`config.mk`:
```
export PLATFORM = sky130hd
export DESIGN_NAME = kernel_channel_psum_buf_flat
export DESIGN_NICKNAME = d
export VERILOG_FILES = /design/src/rtl/kernel_channel_psum_buf_if.sv /design/src/rtl/kernel_channel_psum_buf.sv /design/src/flat_wrapper.sv
export SDC_FILE = /design/constraint.sdc
export NUM_CORES = 1
export LEC_CHECK = 0
export CAP_MARGIN = 0
export CORE_MARGIN = 2
export CORE_UTILIZATION = 55
export DETAILED_ROUTE_END_ITERATION = 8
export PLACE_DENSITY = 0.83
export SYNTH_ARGS = -nofsm -noshare
export SYNTH_HDL_FRONTEND = slang
export SYNTH_SLANG_ARGS = --single-unit
```
`constraint.sdc`:
```
create_clock -name clk -period 5.65 [get_ports clk]
set_input_delay 1.4125 -clock clk [delete_from_list [all_inputs] [get_ports clk]]
set_output_delay 1.4125 -clock clk [all_outputs]
set_load 0.02 [all_outputs]
```
`src/rtl/kernel_channel_psum_buf_if.sv`:
```
// Bus bundle for the partial-sum buffer: psum replay to the PE array, psum capture from the
// array, and the final-sum output stream.
interface kernel_channel_psum_buf_if #(
    parameter int BIT_WIDTH  = 8,
    parameter int NUM_KERNEL = 4
);
    localparam int W = BIT_WIDTH * NUM_KERNEL;

    // Handshakes: i_psum_req is a one-cycle request answered by o_psum_val one cycle later
    // (or never, if rejected); a word is captured only when every bit of i_psum_val is set;
    // an o_out beat transfers on a cycle where o_out_val and i_out_rdy are both high, and
    // o_out is held stable while o_out_val is high and i_out_rdy is low.
    logic                  i_psum_req;
    logic [W-1:0]          o_psum;
    logic                  o_psum_val;
    logic [W-1:0]          i_psum;
    logic [NUM_KERNEL-1:0] i_psum_val;
    logic [W-1:0]          o_out;
    logic                  o_out_val;
    logic                  i_out_rdy;

    modport master (
        output i_psum_req, i_psum, i_psum_val, i_out_rdy,
        input  o_psum, o_psum_val, o_out, o_out_val
    );

    modport slave (
        input  i_psum_req, i_psum, i_psum_val, i_out_rdy,
        output o_psum, o_psum_val, o_out, o_out_val
    );
endinterface

```
`src/rtl/kernel_channel_psum_buf.sv`:
```
// Partial-sum return buffer: replays stored psums to the PE array each channel-group pass,
// then drains the final sums. Optional macro PSUM_BUF_RELU_EN applies ReLU to drained lanes.
module kernel_channel_psum_buf #(
    parameter int BIT_WIDTH  = 8,
    parameter int NUM_KERNEL = 4,
    parameter int NUM_PIXEL  = 16,
    parameter int REG_WIDTH  = 32,
    localparam int ADDR_WIDTH = $clog2(NUM_PIXEL)
) (
    input  logic                   clk,
    input  logic                   rst,
    input  logic                   i_start,
    input  logic [7:0]             i_num_pass,
    input  logic [ADDR_WIDTH:0]    i_num_pixel,
    kernel_channel_psum_buf_if.slave bus,
    output logic                   o_busy,
    output logic                   o_done,
    output logic [REG_WIDTH-1:0]   err_psum_val,
    output logic [1:0]             dbg_state
);
    localparam int W     = BIT_WIDTH * NUM_KERNEL;
    localparam int TOT_W = 8 + ADDR_WIDTH + 1;
    localparam logic [ADDR_WIDTH:0] MAX_PIX = (ADDR_WIDTH + 1)'(NUM_PIXEL);

    typedef enum logic [1:0] {
        IDLE  = 2'd0,
        ACCUM = 2'd1,
        DRAIN = 2'd2
    } state_t;

    state_t                 state;
    logic [W-1:0]           ram [NUM_PIXEL];
    logic [ADDR_WIDTH:0]    num_pix;
    logic [TOT_W-1:0]       tot_words, rd_total, wr_total, num_pix_ext;
    logic [ADDR_WIDTH-1:0]  rd_addr, wr_addr, drain_addr, last_addr;
    logic [4:0]             err_q, err_set;
    logic [ADDR_WIDTH:0]    cfg_pix;
    logic [7:0]             cfg_pass;
    logic in_accum, rd_done, rd_ovt, rd_ok, wr_full, wr_part, wr_ok, last_wr, out_hs, last_beat;

    function automatic logic [W-1:0] relu(input logic [W-1:0] w);
`ifdef PSUM_BUF_RELU_EN
        logic [W-1:0] r;
        r = w;
        for (int k = 0; k < NUM_KERNEL; k++)
            if (w[BIT_WIDTH*(k+1)-1]) r[BIT_WIDTH*k +: BIT_WIDTH] = '0;
        return r;
`else
        return w;
`endif
    endfunction

    assign cfg_pix  = (i_num_pixel == '0 || i_num_pixel > MAX_PIX) ? MAX_PIX : i_num_pixel;
    assign cfg_pass = (i_num_pass == 8'd0) ? 8'd1 : i_num_pass;

    assign num_pix_ext = TOT_W'(num_pix);
    assign last_addr   = ADDR_WIDTH'(num_pix - 1'b1);
    assign in_accum    = (state == ACCUM);

    // A read may run at most one pass ahead of the writes, so its address never meets a live write.
    assign rd_done   = (rd_total == tot_words);
    assign rd_ovt    = (rd_total >= wr_total + num_pix_ext);
    assign rd_ok     = in_accum & bus.i_psum_req & ~rd_done & ~rd_ovt;
    assign wr_full   = &bus.i_psum_val;
    assign wr_part   = (|bus.i_psum_val) & ~wr_full;
    assign wr_ok     = in_accum & wr_full;
    assign last_wr   = wr_ok & (wr_total == tot_words - 1'b1);
    assign out_hs    = (state == DRAIN) & bus.o_out_val & bus.i_out_rdy;
    assign last_beat = out_hs & (drain_addr == last_addr);

    always_comb begin
        err_set = '0;
        if (in_accum) begin
            err_set[0] = wr_part;
            err_set[1] = bus.i_psum_req & rd_ovt;
            err_set[2] = bus.i_psum_req & rd_done;
        end else begin
            err_set[2] = bus.i_psum_req;
            err_set[3] = |bus.i_psum_val;
        end
        err_set[4] = i_start & (state != IDLE);
    end

    always_ff @(posedge clk) begin
        if (wr_ok && !rst) ram[wr_addr] <= bus.i_psum;
    end

    always_ff @(posedge clk) begin
        if (rst) begin
            state          <= IDLE;
            num_pix        <= '0;
            tot_words      <= '0;
            rd_total       <= '0;
            wr_total       <= '0;
            rd_addr        <= '0;
            wr_addr        <= '0;
            drain_addr     <= '0;
            err_q          <= '0;
            o_done         <= 1'b0;
            bus.o_psum     <= '0;
            bus.o_psum_val <= 1'b0;
            bus.o_out      <= '0;
            bus.o_out_val  <= 1'b0;
        end else begin
            bus.o_psum_val <= rd_ok;
            o_done         <= 1'b0;
            err_q          <= (((state == IDLE) && i_start) ? '0 : err_q) | err_set;

            if (rd_ok) begin
                bus.o_psum <= (rd_total < num_pix_ext) ? '0 : ram[rd_addr];
                rd_total   <= rd_total + 1'b1;
                rd_addr    <= (rd_addr == last_addr) ? '0 : rd_addr + 1'b1;
            end
            if (wr_ok) begin
                wr_total <= wr_total + 1'b1;
                wr_addr  <= (wr_addr == last_addr) ? '0 : wr_addr + 1'b1;
            end

            case (state)
                IDLE: if (i_start) begin
                    state     <= ACCUM;
                    num_pix   <= cfg_pix;
                    tot_words <= TOT_W'(cfg_pass) * TOT_W'(cfg_pix);
                    rd_total  <= '0;
                    wr_total  <= '0;
                    rd_addr   <= '0;
                    wr_addr   <= '0;
                end
                ACCUM: if (last_wr) begin
                    state         <= DRAIN;
                    drain_addr    <= '0;
                    bus.o_out_val <= 1'b1;
                    // Single-pixel jobs write address 0 on this very edge: forward it.
                    bus.o_out     <= relu((wr_addr == '0) ? bus.i_psum : ram[0]);
                end
                DRAIN: if (out_hs) begin
                    if (last_beat) begin
                        state         <= IDLE;
                        bus.o_out_val <= 1'b0;
                        bus.o_out     <= '0;
                        o_done        <= 1'b1;
                    end else begin
                        drain_addr <= drain_addr + 1'b1;
                        bus.o_out  <= relu(ram[drain_addr + 1'b1]);
                    end
                end
                default: state <= IDLE;
            endcase
        end
    end

    assign o_busy       = (state != IDLE);
    assign dbg_state    = state;
    assign err_psum_val = {{(REG_WIDTH-5){1'b0}}, err_q};
endmodule
```
`src/flat_wrapper.sv`:
```
// flat-port wrapper written by rule: the top's interface ports become plain ports
module kernel_channel_psum_buf_flat 
#(
    parameter int BIT_WIDTH  = 8,
    parameter int NUM_KERNEL = 4,
    parameter int NUM_PIXEL  = 16,
    parameter int REG_WIDTH  = 32,
    localparam int ADDR_WIDTH = $clog2(NUM_PIXEL)
)
  (clk, rst, i_start, i_num_pass, i_num_pixel, o_busy, o_done, err_psum_val, dbg_state, bus_i_psum_req, bus_i_psum, bus_i_psum_val, bus_i_out_rdy, bus_o_psum, bus_o_psum_val, bus_o_out, bus_o_out_val);
  kernel_channel_psum_buf_if #(.BIT_WIDTH(BIT_WIDTH), .NUM_KERNEL(NUM_KERNEL)) bus_i ();
  input  logic clk;
  input  logic rst;
  input  logic i_start;
  input  logic [7:0] i_num_pass;
  input  logic [ADDR_WIDTH:0] i_num_pixel;
  output logic o_busy;
  output logic o_done;
  output logic [REG_WIDTH-1:0] err_psum_val;
  output logic [1:0] dbg_state;
  input wire logic [$bits(bus_i.i_psum_req)-1:0] bus_i_psum_req;
  input wire logic [$bits(bus_i.i_psum)-1:0] bus_i_psum;
  input wire logic [$bits(bus_i.i_psum_val)-1:0] bus_i_psum_val;
  input wire logic [$bits(bus_i.i_out_rdy)-1:0] bus_i_out_rdy;
  output wire logic [$bits(bus_i.o_psum)-1:0] bus_o_psum;
  output wire logic [$bits(bus_i.o_psum_val)-1:0] bus_o_psum_val;
  output wire logic [$bits(bus_i.o_out)-1:0] bus_o_out;
  output wire logic [$bits(bus_i.o_out_val)-1:0] bus_o_out_val;
  assign bus_i.i_psum_req = bus_i_psum_req;
  assign bus_i.i_psum = bus_i_psum;
  assign bus_i.i_psum_val = bus_i_psum_val;
  assign bus_i.i_out_rdy = bus_i_out_rdy;
  assign bus_o_psum = bus_i.o_psum;
  assign bus_o_psum_val = bus_i.o_psum_val;
  assign bus_o_out = bus_i.o_out;
  assign bus_o_out_val = bus_i.o_out_val;
  kernel_channel_psum_buf #(.BIT_WIDTH(BIT_WIDTH), .NUM_KERNEL(NUM_KERNEL), .NUM_PIXEL(NUM_PIXEL), .REG_WIDTH(REG_WIDTH)) u_core (.clk(clk), .rst(rst), .i_start(i_start), .i_num_pass(i_num_pass), .i_num_pixel(i_num_pixel), .bus(bus_i), .o_busy(o_busy), .o_done(o_done), .err_psum_val(err_psum_val), .dbg_state(dbg_state));
endmodule
```
# After elaboration in Yosys (flattened, before gate mapping)
# Memory sizes are Yosys's and may differ from the RTL's. A register that Yosys moved wholly into a read port is not among the register bits.
# Index checks and enable logic that the tools add are counted.
# totals
mem_count	1
latch_bits	0
romBits	0
elab_cells	118
ram_bits	512
out_inout_bits	102
input_bits	54
register_bits	130
# op_classes
n_bitwise	18
multipliers	1
div_mod_pow	0
n_eq_ne	12
n_addsub	8
n_reduce_logical	18
n_mux	43
n_lt_le_gt_ge	3
shift	0
# memory_table
memory	depth	word_bits	rd	rd_ports_with_merged_regs	wr	line	rtl
u_core.ram	16	32	3	1	1	kernel_channel_psum_buf.sv:32	logic [W-1:0] ram [NUM_PIXEL];
# op_table
op	n
two-way mux 32 bit	5
two-way mux 13 bit	6
one-hot mux 32 bit (2 select lines)	1
two-way mux 4 bit	12
adder 13 x 1 -> 13 bit, second input constant	2
equality test 13 bit	2
AND reduction 4 bit	4
adder 13 x 5 -> 13 bit	1
>= comparator 13 bit	1
< comparator 13 x 5 -> 1 bit	1
multiplier 8 x 5 -> 13 bit	1
subtractor 13 x 1 -> 13 bit, second input constant	1
adder 4 x 1 -> 4 bit, second input constant	3
AND 1 bit	12
equality test 4 bit	3
two-way mux 2 bit	5
two-way mux 5 bit	2
zero test 8 bit	1
two-way mux 1 bit	8
two-way mux 8 bit	1
one-hot mux 4 bit (2 select lines)	1
inequality test 2 bit, second input constant	3
one-hot mux 2 bit (3 select lines)	1
greater-than comparator 5 bit, second input constant	1
other kinds (18)	25

# Longest topological paths before layout
# Gate-level depths: netlist of run 1.
# depth
word_depth	8
depth_mapped	19
depth_no_buf	17

# Worst setup path before layout of run 1
# OpenSTA, ideal clock, no wires.
# synth_path
path_kind	input to register
start	in i_num_pixel[1]
end	reg u_core.tot_words[12]
stages	16
path_buffers	1
arrival_ns	5.448
setup_ns	0.130
path_slack_ns	0.072
required_ns	5.520
path_cell_list	or4_1 > ha_1 > nor2b_1 > clkbuf_1 > nand2_1 > fa_1 > fa_1 > fa_1 > inv_1 > ha_1 > a21o_1 > a21oi_1 > o21bai_1 > a31o_2 > a41oi_1 > o211ai_1
# synth_between
elab_chain_cells	4
elab_cells_between_ends	5
classes_between	1 x mul; 1 x order compare; 1 x mux; 2 x reduce/logical
# synth_rtl
item	line	rtl
start, declared	flat_wrapper.sv:16	input logic [ADDR_WIDTH:0] i_num_pixel;
greater-than comparator 5 bit or zero test 5 bit (tied branches)	kernel_channel_psum_buf.sv:53	assign cfg_pix = (i_num_pixel == '0 || i_num_pixel > MAX_PIX) ? MAX_PIX : i_num_pixel;
logical OR 1 bit	kernel_channel_psum_buf.sv:53	
two-way mux 5 bit (*)	kernel_channel_psum_buf.sv:53	
multiplier 8 x 5 -> 13 bit (*)	kernel_channel_psum_buf.sv:123	tot_words <= TOT_W'(cfg_pass) * TOT_W'(cfg_pix);
end signal, assigned	kernel_channel_psum_buf.sv:123	
end, declared	kernel_channel_psum_buf.sv:34	logic [TOT_W-1:0] tot_words, rd_total, wr_total, num_pix_ext;
# Mark *: on every way between the ends. The rest lies on a longest branch, timed or not.
# A chain may end at the register's enable or synchronous reset.

# Worst setup path in the final report of run 1
# layout_path
start	in i_num_pixel[1]
end	reg u_core.tot_words[10]
# Same word-level chain as after synthesis.

==> impl_metrics.ini, run 1 <==
[status]
outcome = completed

[sta]
fin_crit_sh = 0.9641
grt_setup_unrepaired = false
slew_hr = 0.1556
slew_viol_final = 0
clock_skew_ns = 0.03218
finalSetupTns_ns = 0
max_freq_mhz = 183.6
worst_pin_slew_ns = 1.260
final_period_minus_worst_setup_slack_ns = 5.447
finalSetupViolCount = 0
timing.final.hold_violations = 0

[worst_setup_path]
critPathTopFamily = adder cells
r2r_cells = 16
critPathMaxStageDelay_ns = 0.53
worstPathCellList = clkdlybuf4s50_1, or4_1, ha_1, nor2b_2, nand2_1, fa_1, fa_1, fa_1, inv_1, ha_1, a21o_1, a21oi_1, o21bai_1, a31o_2, a21oi_1, nand4_1, o221ai_1
setup.reg_to_reg.worst_slack_ns = 1.05
crit_fanout = 4
critPathBufInv = 2
crit_start = i_num_pixel[1]
critical_path.most_common_cell = sky130_fd_sc_hd__fa_1
worst-endpoint-required_ns = 6.16
crit_path_start_kind = input port
critPathKind = input port to register
cp_data_arrival_time_ns = 5.96
critPathSlowestCell = sky130_fd_sc_hd__or4_1
r2r_start = u_core.wr_total[1]
rr_endpoint = u_core.rd_total[11]
crit_path_end_kind = register

[worst_hold_path]
worst_hold_startpoint = u_core.bus.o_psum[28]
worst_hold_path.endpoint = u_core.bus.o_psum[28]
timing.hold.worst.class = register to register
holdPathStages = 2

[logic_synthesis]
ys.warnings.count = 0
synthCells = 2046
synth_cell_types = 59
synthesis.area_sq_um = 32080
synth_top_cells_by_count = sky130_fd_sc_hd__edfxtp_1 (512), sky130_fd_sc_hd__mux4_2 (320), sky130_fd_sc_hd__dfxtp_1 (130), sky130_fd_sc_hd__a21oi_1 (119), sky130_fd_sc_hd__nor2_1 (118)
ys_top_cells_by_area = sky130_fd_sc_hd__edfxtp_1 (48%), sky130_fd_sc_hd__mux4_2 (22%), sky130_fd_sc_hd__dfxtp_1 (8.1%)
netlist.top_cell.by_area = sky130_fd_sc_hd__edfxtp_1
post_synth.cell_area_avg_sq_um = 15.68
yosys.cell_count.top_type = sky130_fd_sc_hd__edfxtp_1
async_flop_share = 0
yosys_top_cell_area_share = 0.4793
yosysSeqAreaShare = 0.5604
synth_flop_cell = sky130_fd_sc_hd__edfxtp_1
ys_ff_latch = 642
synth_edf_count = 512

[grt]
largest_net_degree_at_the_start_of_global_routing = 89
number_of_antenna_violations_at_the_first_check_in_global_routing = 4
gr-usage-all-layers = 0.3003
grt.overflow.total = 0
first_pass_grt_wire_length_um = 133600
first_global_vias = 21040

[floorplanning]
floorplan.die.height_um = 245.5
io_pins = 156
die_x_um = 245.5
floorplan.initialDensity = 0.5560
core_region_area_sq_um = 57700
dieArea_sq_um = 60280
fp-row-count = 88

[detailed_routing]
detail_route.iter0.violations = 3062
detail_route.wl_per_cell_um = 29.97
drc = 0
postRouteWirelength_um = 89640
detailedRoute.firstPassIterationCount = 6
vias = 20622
route.antenna.remaining_nets = 0
viasPerCell = 6.895

[cells_and_area]
multi_input_combinational_cell_area_sq_um = 13400
final_cells = 2991
post_route_cells_drive_above_1_share = 0.2541
fillers = 3867
register_area_sq_um = 17990
layout-area-overhead-vs-synth_pct = 14.53
nets = 2299

[clocking]
root_buffer = sky130_fd_sc_hd__clkbuf_16
tritoncts = built
clock_latency_ns = 0.61
clkSinkCount = 642
holdBufCountCts = 0
clock_tree.buffer_depth = 3
cts-buffers-inserted = 67
cts.repair_timing.setup_buffer_count = 0
h-tree-depth = 3
worst_setup_hold_path_clk_slew_ns = 0.06

[job]
drv.max_cap_violation_count = 0

[placement]
post-place-cells = 2863
io_buffer_count = 128
detailed_place_hpwl_um = 51000
finalWeightedCongestion = 0.8962

[pwr]
ir_drop_v = 0.0002708
power_density_nw_per_um2 = 328.0
power.leakage_uw = 0.01213
## timing repair
| action | CTS | global route |
|---|---|---|
| endpoints found under the setup margin | 0 | 1 |
| gates resized for setup | 0 | 1 |
| endpoints found under the hold margin | 0 | 0 |
## worst min-delay path, cell delays in order (launching register included)
cell	delay (ns)
sky130_fd_sc_hd__dfxtp_1	0.31
sky130_fd_sc_hd__nand2_1	0.05
sky130_fd_sc_hd__a21oi_1	0.05
## stage by stage
stage / hold slack [ns] / setup WS [ns] / power (uW) / area, sq um / util
after floorplan: 0.4659 / 0.07225 / 6832 / 32180 / -
after global placement: 0.4475 / -0.3674 / 7533 / 34520 / 0.5983
after detailed placement: 0.4502 / -0.4756 / 7584 / 34520 / 0.5983
after CTS: 0.4611 / 0.1390 / 12050 / 36730 / 0.6365
after global routing: 0.4780 / 0.07477 / 12400 / 36740 / 0.6367
final: 0.4568 / 0.2027 / 12050 / 36740 / 0.6368
## area by class of cell
type | instances | share of cell area
well taps | 765 | 0.02605
inverters | 55 | 0.005619
multi-input cells | 1204 | 0.3646
diodes | 6 | 0.0004086
flip-flops and latches | 642 | 0.4896
clock buffers | 79 | 0.04713
clock inverters | 43 | 0.01287
repair buffers | 197 | 0.05367
## cells by family after synthesis
kind of cell	share of synthesized area
other	0.0001169
flip-flops	0.5604
AO/OA/AOI/OAI	0.03694
AND/OR/NAND/NOR	0.06622
multiplexers	0.2503
adder cells (fa/ha/maj)	0.03487
XOR/XNOR	0.02048
buffers and inverters	0.03069
## state kept, by name, indices dropped and copies added, names as in the netlist, named ones only
| name | count |
|---|---|
| u_core.ram | 512 |
| u_core.bus.o_out | 32 |
| u_core.bus.o_psum | 32 |
| u_core.rd_total | 13 |
| u_core.tot_words | 13 |
| u_core.wr_total | 13 |
| u_core.num_pix | 5 |
| u_core.drain_addr | 4 |
| u_core.err_q | 4 |
| u_core.rd_addr | 4 |
| u_core.wr_addr | 4 |
| u_core.dbg_state | 2 |
| u_core.bus.o_out_val | 1 |
| u_core.bus.o_psum_val | 1 |
| u_core.o_done | 1 |
## how the worst max path moves through the flow
stage                                 to  slack [ns]  cells after the start
detailed placement  u_core.tot_words[10]       -0.48                     17
global placement    u_core.tot_words[12]       -0.37                     16
global route        u_core.tot_words[10]        0.07                     17
CTS                 u_core.tot_words[10]        0.14                     17
finish              u_core.tot_words[10]        0.20                     17
floorplan           u_core.tot_words[12]        0.07                     16
## layout by cell type, fill, tap and decap left out, types with 6 or more instances in the layout
master and instances:
sky130_fd_sc_hd__edfxtp_1 512, sky130_fd_sc_hd__mux4_2 320, sky130_fd_sc_hd__clkdlybuf4s50_1 127, sky130_fd_sc_hd__dfxtp_1 125
sky130_fd_sc_hd__a21oi_1 119, sky130_fd_sc_hd__nand2_1 115, sky130_fd_sc_hd__nor2_1 106, sky130_fd_sc_hd__clkbuf_16 67
sky130_fd_sc_hd__ha_1 57, sky130_fd_sc_hd__buf_4 56, sky130_fd_sc_hd__inv_1 55, sky130_fd_sc_hd__nand3_1 51
sky130_fd_sc_hd__nor2b_1 44, sky130_fd_sc_hd__xnor2_1 40, sky130_fd_sc_hd__mux2i_1 35, sky130_fd_sc_hd__xor2_1 33
sky130_fd_sc_hd__mux2_4 30, sky130_fd_sc_hd__conb_1 27, sky130_fd_sc_hd__o21ai_0 22, sky130_fd_sc_hd__or3_1 19
sky130_fd_sc_hd__fa_1 19, sky130_fd_sc_hd__and2_1 17, sky130_fd_sc_hd__a21o_1 17, sky130_fd_sc_hd__clkinv_2 17
sky130_fd_sc_hd__nand4_1 15, sky130_fd_sc_hd__buf_12 14, sky130_fd_sc_hd__nor4_1 12, sky130_fd_sc_hd__nor2_4 12
sky130_fd_sc_hd__clkbuf_1 11, sky130_fd_sc_hd__nand2b_1 10, sky130_fd_sc_hd__nor3_1 8, sky130_fd_sc_hd__or4_1 8
sky130_fd_sc_hd__bufinv_16 8, sky130_fd_sc_hd__diode_2 6
## per-layer routing
metal,GRT usage,routed length (um),vias up
li1,-,-,8257
met1,0.3869,31060,10452
met2,0.4904,44200,1635
met3,0.07803,10600,278
met4,0.1184,3786,0
met5,0,0,-
## power breakdown
part | switching (uW) | leakage (uW) | internal, uW
clock | 1920 | 0.00108 | 2590
combinational | 1230 | 0.00539 | 938
sequential | 138 | 0.00566 | 5230
Note: power is estimated with default switching activity, not from simulation.
==> run 2: changes to the inputs <==
--- a/config.mk
+++ b/config.mk
@@ -5,7 +5,6 @@
 export SDC_FILE = /design/constraint.sdc
 export NUM_CORES = 1
 export LEC_CHECK = 0
-export CAP_MARGIN = 0
 export CORE_MARGIN = 2
 export CORE_UTILIZATION = 55
 export DETAILED_ROUTE_END_ITERATION = 8
==> results of run 2 <==
Final layout, timing and power as in run 1 (identical DEF).
